### src/rtl/i2c_result_target.sv
// I2C target exposing an 8-byte image-processing result, a host-writable mode
// register and a constant ID byte. The bus is oversampled on clk; SDA is open drain.
module i2c_result_target #(
  parameter logic [6:0] DEV_ADDR = 7'h55,
  parameter logic [7:0] ID_BYTE  = 8'hEB
) (
  input  logic        clk,
  input  logic        reset,
  input  logic        scl_in,
  input  logic        sda_in,
  output logic        sda_oe,
  input  logic        res_valid,
  input  logic [63:0] res_data,
  output logic [7:0]  mode_out,
  output logic        busy
);

  typedef enum logic [3:0] {
    IDLE, ADDR, ADDR_ACK, PTR, PTR_ACK, WR, WR_ACK, RD, RD_ACK, IGNORE
  } state_t;

  logic        scl_m_q, scl_s_q, scl_p_q;
  logic        sda_m_q, sda_s_q, sda_p_q;
  state_t      state_q, state_d;
  logic [3:0]  cnt_q, cnt_d;
  logic [7:0]  sr_q, sr_d;
  logic        rw_q, rw_d;
  logic        phase_q, phase_d;
  logic [3:0]  ptr_q, ptr_d;
  logic [7:0]  tx_q, tx_d;
  logic        sda_oe_q, sda_oe_d;
  logic        busy_q, busy_d;
  logic [7:0]  mode_q, mode_d;
  logic [63:0] shadow_q, shadow_d;
  logic [63:0] rbuf_q, rbuf_d;

  logic       scl_rise, scl_fall, start_c, stop_c;
  logic [7:0] sr_next, rd_byte;
  logic [3:0] ptr_inc;

  assign scl_rise = scl_s_q & ~scl_p_q;
  assign scl_fall = ~scl_s_q & scl_p_q;
  assign start_c  = scl_s_q & scl_p_q & sda_p_q & ~sda_s_q;
  assign stop_c   = scl_s_q & scl_p_q & ~sda_p_q & sda_s_q;
  assign sr_next  = {sr_q[6:0], sda_s_q};
  assign ptr_inc  = (ptr_q == 4'd9) ? 4'd0 : ptr_q + 4'd1;

  // Byte 0 sits in the top of the buffer, so byte n starts at bit 8*(7-n).
  always_comb begin
    rd_byte = 8'h00;
    if (ptr_q < 4'd8)       rd_byte = rbuf_q[{~ptr_q[2:0], 3'b000} +: 8];
    else if (ptr_q == 4'd8) rd_byte = mode_q;
    else if (ptr_q == 4'd9) rd_byte = ID_BYTE;
  end

  always_comb begin
    state_d  = state_q;
    cnt_d    = cnt_q;
    sr_d     = sr_q;
    rw_d     = rw_q;
    phase_d  = phase_q;
    ptr_d    = ptr_q;
    tx_d     = tx_q;
    sda_oe_d = sda_oe_q;
    busy_d   = busy_q;
    mode_d   = mode_q;
    rbuf_d   = rbuf_q;
    shadow_d = res_valid ? res_data : shadow_q;
    if (stop_c) begin
      state_d  = IDLE;
      sda_oe_d = 1'b0;
      busy_d   = 1'b0;
    end else if (start_c) begin
      state_d  = ADDR;
      cnt_d    = 4'd0;
      phase_d  = 1'b0;
      sda_oe_d = 1'b0;
    end else begin
      case (state_q)
        ADDR, PTR, WR: if (scl_rise) begin
          sr_d  = sr_next;
          cnt_d = cnt_q + 4'd1;
          if (cnt_q == 4'd7) begin
            phase_d = 1'b0;
            case (state_q)
              ADDR:    state_d = ADDR_ACK;
              PTR:     state_d = PTR_ACK;
              default: state_d = WR_ACK;
            endcase
          end
        end
        // ACK states: first SCL fall drives the ACK, second fall releases it.
        ADDR_ACK: if (scl_fall) begin
          if (!phase_q) begin
            if (sr_q[7:1] == DEV_ADDR) begin
              sda_oe_d = 1'b1;
              phase_d  = 1'b1;
              busy_d   = 1'b1;
              rw_d     = sr_q[0];
              if (sr_q[0]) rbuf_d = res_valid ? res_data : shadow_q;
            end else begin
              state_d = IGNORE;
              busy_d  = 1'b0;
            end
          end else begin
            phase_d = 1'b0;
            if (rw_q) begin
              state_d  = RD;
              tx_d     = {rd_byte[6:0], 1'b0};
              sda_oe_d = ~rd_byte[7];
              cnt_d    = 4'd1;
            end else begin
              state_d  = PTR;
              sda_oe_d = 1'b0;
              cnt_d    = 4'd0;
            end
          end
        end
        PTR_ACK, WR_ACK: if (scl_fall) begin
          if (!phase_q) begin
            sda_oe_d = 1'b1;
            phase_d  = 1'b1;
            if (state_q == PTR_ACK) begin
              ptr_d = (sr_q > 8'h09) ? 4'd0 : sr_q[3:0];
            end else begin
              if (ptr_q == 4'd8) mode_d = sr_q;
              ptr_d = ptr_inc;
            end
          end else begin
            phase_d  = 1'b0;
            sda_oe_d = 1'b0;
            cnt_d    = 4'd0;
            state_d  = WR;
          end
        end
        RD: if (scl_fall) begin
          if (cnt_q == 4'd8) begin
            sda_oe_d = 1'b0;
            state_d  = RD_ACK;
            phase_d  = 1'b0;
            ptr_d    = ptr_inc;
          end else begin
            sda_oe_d = ~tx_q[7];
            tx_d     = {tx_q[6:0], 1'b0};
            cnt_d    = cnt_q + 4'd1;
          end
        end
        RD_ACK: begin
          if (scl_rise) begin
            if (sda_s_q) begin
              state_d = IGNORE;
              busy_d  = 1'b0;
            end else begin
              phase_d = 1'b1;
            end
          end else if (scl_fall && phase_q) begin
            phase_d  = 1'b0;
            state_d  = RD;
            tx_d     = {rd_byte[6:0], 1'b0};
            sda_oe_d = ~rd_byte[7];
            cnt_d    = 4'd1;
          end
        end
        IDLE, IGNORE: ;
        default: state_d = IDLE;
      endcase
    end
  end

  always_ff @(posedge clk) begin
    if (reset) begin
      {scl_m_q, scl_s_q, scl_p_q} <= 3'b111;
      {sda_m_q, sda_s_q, sda_p_q} <= 3'b111;
      state_q  <= IDLE;
      cnt_q    <= 4'd0;
      sr_q     <= 8'h00;
      rw_q     <= 1'b0;
      phase_q  <= 1'b0;
      ptr_q    <= 4'd0;
      tx_q     <= 8'h00;
      sda_oe_q <= 1'b0;
      busy_q   <= 1'b0;
      mode_q   <= 8'h00;
      shadow_q <= 64'h0;
      rbuf_q   <= 64'h0;
    end else begin
      scl_m_q  <= scl_in;
      scl_s_q  <= scl_m_q;
      scl_p_q  <= scl_s_q;
      sda_m_q  <= sda_in;
      sda_s_q  <= sda_m_q;
      sda_p_q  <= sda_s_q;
      state_q  <= state_d;
      cnt_q    <= cnt_d;
      sr_q     <= sr_d;
      rw_q     <= rw_d;
      phase_q  <= phase_d;
      ptr_q    <= ptr_d;
      tx_q     <= tx_d;
      sda_oe_q <= sda_oe_d;
      busy_q   <= busy_d;
      mode_q   <= mode_d;
      shadow_q <= shadow_d;
      rbuf_q   <= rbuf_d;
    end
  end

  assign sda_oe   = sda_oe_q;
  assign busy     = busy_q;
  assign mode_out = mode_q;

endmodule
### config.mk
export PLATFORM = sky130hd
export DESIGN_NAME = i2c_result_target
export DESIGN_NICKNAME = d
export VERILOG_FILES = /design/src/rtl/i2c_result_target.sv
export SDC_FILE = /design/constraint.sdc
export NUM_CORES = 1
export LEC_CHECK = 0
export BUFFER_PORTS_ARGS = -buffer_cell sky130_fd_sc_hd__buf_2
export CORE_ASPECT_RATIO = 0.7
export CORE_MARGIN = 10
export CORE_UTILIZATION = 59
export CTS_CLUSTER_DIAMETER = 40
export DETAILED_ROUTE_END_ITERATION = 10
export GPL_TIMING_DRIVEN = 0
export PLACE_DENSITY_LB_ADDON = 0.3
export SYNTH_ARGS = -nofsm -noshare
export SYNTH_HDL_FRONTEND = slang
export SYNTH_SLANG_ARGS = --single-unit
### constraint.sdc
create_clock -name clk -period 2.18 [get_ports clk]
set_input_delay 0.436 -clock clk [delete_from_list [all_inputs] [get_ports clk]]
set_output_delay 0.436 -clock clk [all_outputs]
set_load 0.05 [all_outputs]
==> results.py <==
metrics = {
    "sta": {
        "final.min_clock_period_ps": 2110,
        "setup_viol": 0,
        "maxSlewViolCount": 0,
        "max_freq_mhz": 474,
        "finalWorstSetupSlack_ps": 71.8,
        "worstMarginPinSlew_ps": 751,
        "rsz0062_at_grt": "true",
        "final.period_utilization": 0.967,
        "slew_headroom": 0.500,
        "report.final.hold_viol_count": 0,
        "worst_clock_skew_ps": 12.6,
    },
    "pwr": {
        "power_frac_comb": 0.218,
        "p_sw_mw": 2.40,
        "power.density_cell_area_nw_per_um2": 855,
        "cell_internal_pwr_mw": 5.64,
        "p_leak_nw": 3.81,
        "switching_share": 0.298,
        "clockPowerShare": 0.363,
        "share_seq_of_total_power": 0.419,
        "power.total_mw": 8.03,
        "ir_drop_uv": 595,
    },
    "synth": {
        "synth.yosys.seq_area_share": 0.428,
        "yosys-top-cells-area": "dfxtp_1, mux2i_1, nor2_1, nand2b_4, nand2_1",
        "syn-cell-area_um2": 8100,
        "synthesized_area_divided_by_synthesized_cell_count_um2": 9.57,
        "ys_async_sr_fraction": 0,
        "synth-main-ff-cell": "dfxtp_1",
        "yosys_warnings": 0,
        "synth.ff_latch_count": 173,
        "postSynthCellCount": 846,
        "mappedNetlistNets": 917,
        "synth_top_area_share": 0.428,
        "synth-edff-count": 0,
        "synth_top_area_cell": "dfxtp_1",
        "count_of_distinct_cell_types_in_the_synthesized_netlist": 72,
    },
    "routing": {
        "total_wirelength_um": 20500,
        "first_pass_iters": 5,
        "vias_per_cell": 5.71,
        "antenna_violating_nets_post_route": 0,
        "drcViolationCount": 0,
        "detail_route.wl_per_cell_um": 17.9,
        "vias": 6522,
        "drt-initial-drc-count": 658,
    },
    "critical_path": {
        "timing.reg2reg.setup_slack_ps": 70,
        "path_cells": "nor4b_2 > nand2_1 > o22ai_2 > o31ai_1 > a311oi_1 > a41o_1",
        "worst-path-buf-inv": 0,
        "cp.arrival_ps": 2480,
        "timing.critical_path.fanout_max": 9,
        "cp.required_ps": 2560,
        "crit_path_top_delay_cell": "dfxtp_1",
        "ff2ff_path_depth": 6,
        "regToRegStartpoint": "state_q[3]$_SDFFE_PP0P_",
        "timing_worst_setup_path_type": "reg2reg",
        "worst_r2r_endpoint": "phase_q$_SDFFE_PP0P_",
        "critical-path-max-stage-delay_ps": 500,
        "crit_path_end_kind": "register",
        "timing.critical_path.max_delay_family": "compound AO/OA/AOI/OAI gates",
        "cp-start-kind": "register",
    },
    "clock_tree": {
        "clock_tree.htree_level_count": 4,
        "cts-buffers-inserted": 17,
        "clk_pin_slew_worst_paths_ps": 70,
        "cts.path.max_buffers": 2,
        "clock-root-buffer": "clkbuf_16",
        "cts_tree": "done",
        "cts.sinks": 173,
        "worstSkewPairLatency_ps": 430,
    },
    "global_routing": {
        "first_pass_grt_wire_length_um": 32900,
        "grt_max_degree": 17,
        "first_global_vias": 6366,
        "antenna_found_initial": 0,
        "global_route.overflow_total": 0,
        "grt_use_total": 0.211,
    },
    "finish": {
        "post_route_cells_drive_above_1_share": 0.269,
        "final_net_count": 1015,
        "final-instance-count-excl-fill": 1142,
        "synthToLayoutAreaGrowth_pct": 16.1,
        "n_antenna_cell": 0,
    },
    "floorplan": {
        "die_width_um": 160,
        "io-pin-count": 79,
        "coreArea_um2": 13300,
        "placementRows": 35,
        "die_outline_area_um2": 18900,
        "die_y_um": 118,
        "initial_core_util": 0.608,
    },
    "placement": {
        "globalplace.congestion": 0.946,
        "port_buffers": 76,
        "preCtsSetupSlack_ps": -133,
        "placed_cells": 1107,
        "hpwl_um": 14800,
    },
    "worst_hold_path": {
        "timing.hold.worst.start": "sda_in",
        "hold_path.class": "in2reg",
        "worst_hold_path.num_cells": 2,
        "timing.hold.worst_endpoint": "sda_m_q$_SDFF_PP1_",
    },
    "job": {
        "max-cap-violations": 0,
    },
    "run_status": {
        "run_status": "completed",
    },
}
==> cells in the mapped netlist, types with 3 or more instances <==
cell      count
dfxtp_1     173
nor2_1      113
nand2_1     101
mux2i_1      89
a21oi_1      54
nand2b_1     41
a21oi_2      30
nand2b_4     29
clkbuf_1     28
mux4_2       15
nor3_1       13
o21ai_0      13
buf_2        11
nand3_1       9
or2_2         9
buf_1         8
inv_1         8
nor2b_1       8
a221o_1       7
buf_6         6
a31oi_1       5
a211oi_1      4
nand4b_1      4
a311oi_1      3
and2_1        3
buf_12        3
nand3b_1      3
==> metrics by stage <==
stage / utilization / TNS [ps] / area (um2) / hold WS (ps)
floorplan: - / 0 / 8100 / 389
global placement: 0.654 / -364 / 8710 / 392
detailed placement: 0.654 / -660 / 8710 / 394
CTS: 0.697 / 0 / 9290 / 177
global route: 0.706 / -59.9 / 9400 / 174
finish: 0.706 / 0 / 9400 / 183
==> layout make-up <==
| class | count | area, um2 |
|---|---|---|
| sequential | 173 | 3470 |
| multi-input combinational | 607 | 4350 |
| buffer | 56 | 335 |
| tap | 185 | 231 |
| timing repair buffer | 80 | 423 |
| clock buffer | 20 | 447 |
| fill | 1030 | 3910 |
| clock inverter | 12 | 110 |
| inverter | 9 | 33.8 |
==> cells by family (layout without fill, tap and decap cells) <==
logic type	Yosys count	after routing	synth area share
XOR/XNOR	1	1	0.00108
multiplexers	105	105	0.153
adder cells (fa/ha/maj)	2	2	0.00309
buffers and inverters	66	177	0.0444
AO/OA/AOI/OAI	140	140	0.122
AND/OR/NAND/NOR	359	359	0.249
flip-flops	173	173	0.428
==> worst max path at each step <==
stage                                       start                      end  cells past startpoint
after global placement      ptr_q[0]$_SDFFE_PP0P_     tx_q[5]$_SDFFE_PP0P_                      8
after global routing         sr_q[4]$_SDFFE_PP0P_  state_q[3]$_SDFFE_PP0P_                      7
after CTS                   cnt_q[0]$_SDFFE_PP0P_    cnt_q[2]$_SDFFE_PP0P_                      8
final                     state_q[3]$_SDFFE_PP0P_     phase_q$_SDFFE_PP0P_                      6
after floorplan             ptr_q[0]$_SDFFE_PP0P_     tx_q[4]$_SDFFE_PP0P_                      8
after detailed placement    ptr_q[0]$_SDFFE_PP0P_     tx_q[5]$_SDFFE_PP0P_                      8
==> sequential cells by signal (all words and copies together), names as in the netlist, 4 cells and up <==
signal and cells:
ptr_q 4, shadow_q 64, tx_q 7, sr_q 8
rbuf_q 64, mode_out 8, state_q 4, cnt_q 4
==> cell usage in the layout, fill, tap and decap left out, types with 4 or more instances in the layout <==
cell type   Yosys  final
dfxtp_1       173    167
nor2_1        113    112
nand2_1       101    100
mux2i_1        89     89
buf_2          11     88
a21oi_1        54     52
nand2b_1       41     41
a21oi_2        30     32
nand2b_4       29     30
clkbuf_1       28     23
clkbuf_16       0     17
mux4_2         15     15
o21ai_0        13     13
nor3_1         13     13
nand3_1         9      9
or2_2           9      9
inv_1           8      8
nor2b_1         8      7
clkbuf_2        0      7
a221o_1         7      7
buf_1           8      6
dfxtp_2         0      6
buf_6           6      5
a31oi_1         5      5
nand4b_1        4      4
a211oi_1        4      4
buf_4           1      4
buf_12          3      4
clkinvlp_4      0      4
==> timing repair <==
item                                    in CTS  in global routing
pin swaps                                    0                  5
endpoints found under the setup margin      66                 81
hold buffers                                 0                  0
hold endpoints to repair                     0                  0
gates resized for setup                      5                 31
setup buffers                                0                  4
==> metal layers <==
metal,vias up,global-route usage,wire [um]
met5,-,0,0
met4,0,0.0452,181
met3,22,0.0727,1960
met2,292,0.299,8680
met1,3092,0.299,9670
li1,3116,-,-
==> power groups by stage <==
stage,clock [mW],combinational (mW),sequential [mW]
final,2.91,1.75,3.37
after global routing,3.10,1.89,3.38
after CTS,2.94,1.58,3.36
after detailed placement,0,1.57,3.42
after global placement,0,1.56,3.42
after floorplan,0,1.22,3.40
No activity file was read; power rests on OpenSTA's default activity.
